--- config.mk ---
export PLATFORM = sky130hd
export DESIGN_NAME = down_counter_ld
export DESIGN_NICKNAME = d
export VERILOG_FILES = /design/src/rtl/down_counter_ld.sv
export SDC_FILE = /design/constraint.sdc
export NUM_CORES = 1
export LEC_CHECK = 0
export BUFFER_PORTS_ARGS = -buffer_cell sky130_fd_sc_hd__buf_2
export CELL_PAD_IN_SITES_DETAIL_PLACEMENT = 1
export CELL_PAD_IN_SITES_GLOBAL_PLACEMENT = 1
export CORE_AREA = 4 4 41 43
export DETAILED_ROUTE_END_ITERATION = 6
export DIE_AREA = 0 0 45 47
export PLACE_DENSITY_LB_ADDON = 0.1
export SYNTH_ARGS = -nofsm -noshare
export SYNTH_HDL_FRONTEND = slang
export SYNTH_SLANG_ARGS = --single-unit
--- constraint.sdc ---
create_clock -name clk -period 3.6 [get_ports clk]
set_clock_uncertainty 0.15 [all_clocks]
set_input_delay 0.54 -clock clk [delete_from_list [all_inputs] [get_ports clk]]
set_output_delay 0.54 -clock clk [all_outputs]
set_load 0.02 [all_outputs]
--- src/rtl/down_counter_ld.sv ---
// Loadable synchronous down counter built from T flip-flop stages, with zero flag,
// cascade borrow and a registered done pulse on the 1->0 decrement.
module down_counter_ld #(
    parameter int WIDTH = 2,
    parameter int WRAP  = 1
) (
    input  logic             clk,
    input  logic             clear,
    input  logic             en,
    input  logic             load,
    input  logic [WIDTH-1:0] d,
    output logic [WIDTH-1:0] q,
    output logic [WIDTH-1:0] qb,
    output logic             zero,
    output logic             borrow,
    output logic             done
);

    localparam logic WRAP_EN = (WRAP != 0);

    logic [WIDTH-1:0] q_reg;
    logic [WIDTH-1:0] qb_reg;
    logic             done_reg;
    logic [WIDTH-1:0] q_next;
    logic [WIDTH-1:0] t_stage;
    logic             cnt_en;
    logic             done_next;

    assign zero   = ~|q_reg;
    assign borrow = en & ~load & zero & clear;

    // In saturating mode the all-zero state simply stops toggling.
    assign cnt_en    = en & ~load & (WRAP_EN | ~zero);
    assign done_next = cnt_en & (q_reg == WIDTH'(1));

    generate
        for (genvar gi = 0; gi < WIDTH; gi++) begin : g_stage
            if (gi == 0) begin : g_lsb
                assign t_stage[gi] = cnt_en;
            end else begin : g_upper
                assign t_stage[gi] = cnt_en & ~|q_reg[gi-1:0];
            end
            assign q_next[gi] = load ? d[gi] : (q_reg[gi] ^ t_stage[gi]);
        end
    endgenerate

    always_ff @(posedge clk) begin
        if (!clear) begin
            q_reg    <= '0;
            qb_reg   <= '1;
            done_reg <= 1'b0;
        end else begin
            q_reg    <= q_next;
            qb_reg   <= ~q_next;
            done_reg <= done_next;
        end
    end

    assign q    = q_reg;
    assign qb   = qb_reg;
    assign done = done_reg;

endmodule

==> results.md <==
* Outcome: finished, final reports clean
* CTS clk-pin slew, worst paths at 40 ps
* Syn_nets at 27
* PostCTS Resize Cnt at 0
* Layout cell share with drive strength beyond 1 at 41.7%
* Chip Height at 47 µm
* Post-place setup slack at 1750 ps
* Die width at 45 µm
* Post-Syn Area at 200 µm²
* Part of the power in registers at 40.3%
* Top cell type by total area after synthesis: dfxtp_1
* Synthesized flop and latch total at 5
* Setup crit end kind: primary output
* Slew HR at 86.6%
* Clk root buf: clkbuf_4
* Layout area overhead at 52.5%
* LEAKAGE at 0.154 nW
* Critical path class: primary input to primary output
* Seq/Total Area, Yosys at 50.0%
* Tightest Pin Transition at 201 ps
* Peak VDD IR at 0.000108 V
* Setup violations, final at 0
* Core area at 1300 µm²
* Number of fill cells at 159
* Worst min path class: flop to flop
* Power per cell area at 499 nW/µm²
* Final net count at 44
* Drt total wl at 505 µm
* Multi-input logic area at 96.3 µm²
* Share of the synthesized area in the top cell type at 50.0%
* Post-layout min period at 1830 ps
* Max Cap Violations at 0
* Net load switching power at 0.0406 mW
* Std cell rows at 13
* Antenna diodes at 0
* GRT Total Usage at 6.32%
* Avg Vias per Cell at 3.82
* Ports at 13
* Clock Sinks at 5
* Critical Path Max Stage Delay at 200 ps
* Final Core Density at 23.5%
* Sequential cell area at 100 µm²
* Syn avg cell area at 10.0 µm²
* CP max stage cell: nand4bb_1
* Starting density of the core at 15.4%
* First-pass GRT wire length at 834 µm
* Worst endpoint data arrival time at 1140 ps
* Antenna violations before repair at 0
* GPL Wtd Cong at 0.680
* Clock tree buffer depth at 2
* Fin Setup TNS at 0 ps
* Post-CTS Hold Buffers at 0
* Fin. Hold Viols at 0
* Final WS setup at 1770 ps
* Setup Buffers After CTS at 0
* Async set-reset flop share out of synthesis at 0%
* Clock power frac at 42.5%
* Antenna violation net count after detailed routing at 0
* Synthesized instance count at 20
* Drt drc at 0
* CP Launch Type: primary input
* Fraction of the cycle the final worst path needs at 50.8%
* DRT iter0 DRCs at 2
* Worst Path Required at 2910 ps
* CTS tree: built
* PortBufs at 12
* Synth warn at 0
* Via count at 195
* Yosys cell types at 13
* CTS Buf Count at 3
* Pint at 0.112 mW
* Gr ovfl total at 0
* Drt wl/cell at 9.90 µm
* Ranking of synthesized cells by area: dfxtp_1, nor2_1, ha_1, nand4bb_1, o211a_1
* Largest net degree at the start of global routing at 8
* Maximum fanout along the worst path at 7
* Commonest cells post-synth: dfxtp_1, nor2_1
* RSZ-0062 raised after global routing: false
* Clk_lat worst skew at 240 ps
* Cell mode on critical path: buf_2
* TritonRoute pass-1 iters at 2
* Cell Chain, Critical Path: buf_2 -> nand4bb_1 -> nor2_1 -> buf_2
* Count leader, synth: dfxtp_1
* Total die area at 2120 µm²
* Post-synth EDFFs at 0
* Vias in the first global route at 221
* Comb pwr share at 17.2%
* Most used DFF post-synth: dfxtp_1
* Pins Over Slew Limit at 0
* Sw frac at 26.6%
* Peak Freq at 0.546 GHz
* H-tree levels at 1
[routing by layer]
metal | part of all wire, % | wire [µm] | global-route usage, %
met4 | 0 | 0 | 7.02
met3 | 11 | 57 | 4.98
met5 | 0 | 0 | 0
met2 | 47 | 236 | 8.47
met1 | 42 | 211 | 5.69
[cells by family after synthesis]
family / Yosys count / synth area share, %
flops: 5 / 50.0
buf+inv: 1 / 1.87
simple gates: 8 / 22.5
xor+xnor: 1 / 4.38
compound gates: 4 / 15.0
fa+ha+maj: 1 / 6.25
[worst max-delay path: cells and delay by family]
family	cells	cell delay [ps]
and+or+nand+nor	2	300
buffers and inverters	2	300
[path summary, 6_finish.rpt]
check,slack (ps),depth (start not counted),to,from
min reg2reg,350,2,done$_SDFF_PN0_,q[0]$_SDFF_PN0_
max reg2reg,2320,4,q[1]$_SDFF_PN0_,q[0]$_SDFF_PN0_
max,1770,4,borrow,load
min,350,2,done$_SDFF_PN0_,q[0]$_SDFF_PN0_
[stage by stage]
stage	area, µm²	hold WS (ps)	total power, mW	cells
floorplan	200	408	0.0779	20
finish	305	349	0.152	51
global route	305	389	0.164	51
global placement	279	351	0.0889	47
CTS	305	360	0.157	51
detailed placement	279	356	0.0890	47
[cells in the final DEF (no fill, tap or decap)]
cell type  instances
buf_2             12
dfxtp_1            5
nor2_1             4
clkbuf_4           3
nor2b_1            1
inv_1              1
nand4bb_1          1
and2_1             1
o21ai_1            1
o21a_1             1
xor2_1             1
nand2b_1           1
o211a_1            1
o211ai_1           1
ha_1               1
clkbuf_1           1
[power groups by stage]
stage	sequential [mW]	clock (mW)	combinational, mW
floorplan	0.0671	0	0.0108
global placement	0.0625	0	0.0265
detailed placement	0.0626	0	0.0265
CTS	0.0615	0.0692	0.0267
global route	0.0620	0.0732	0.0290
finish	0.0614	0.0648	0.0262
[final cells by class]
type,instances,share of cell area (%)
Clock buffer,4,8.61
Multi-Input combinational cell,14,31.6
Sequential cell,5,32.8
Inverter,1,1.23
Timing Repair Buffer,12,19.7
Tap cell,15,6.15
(Power assumes the default switching activity.)
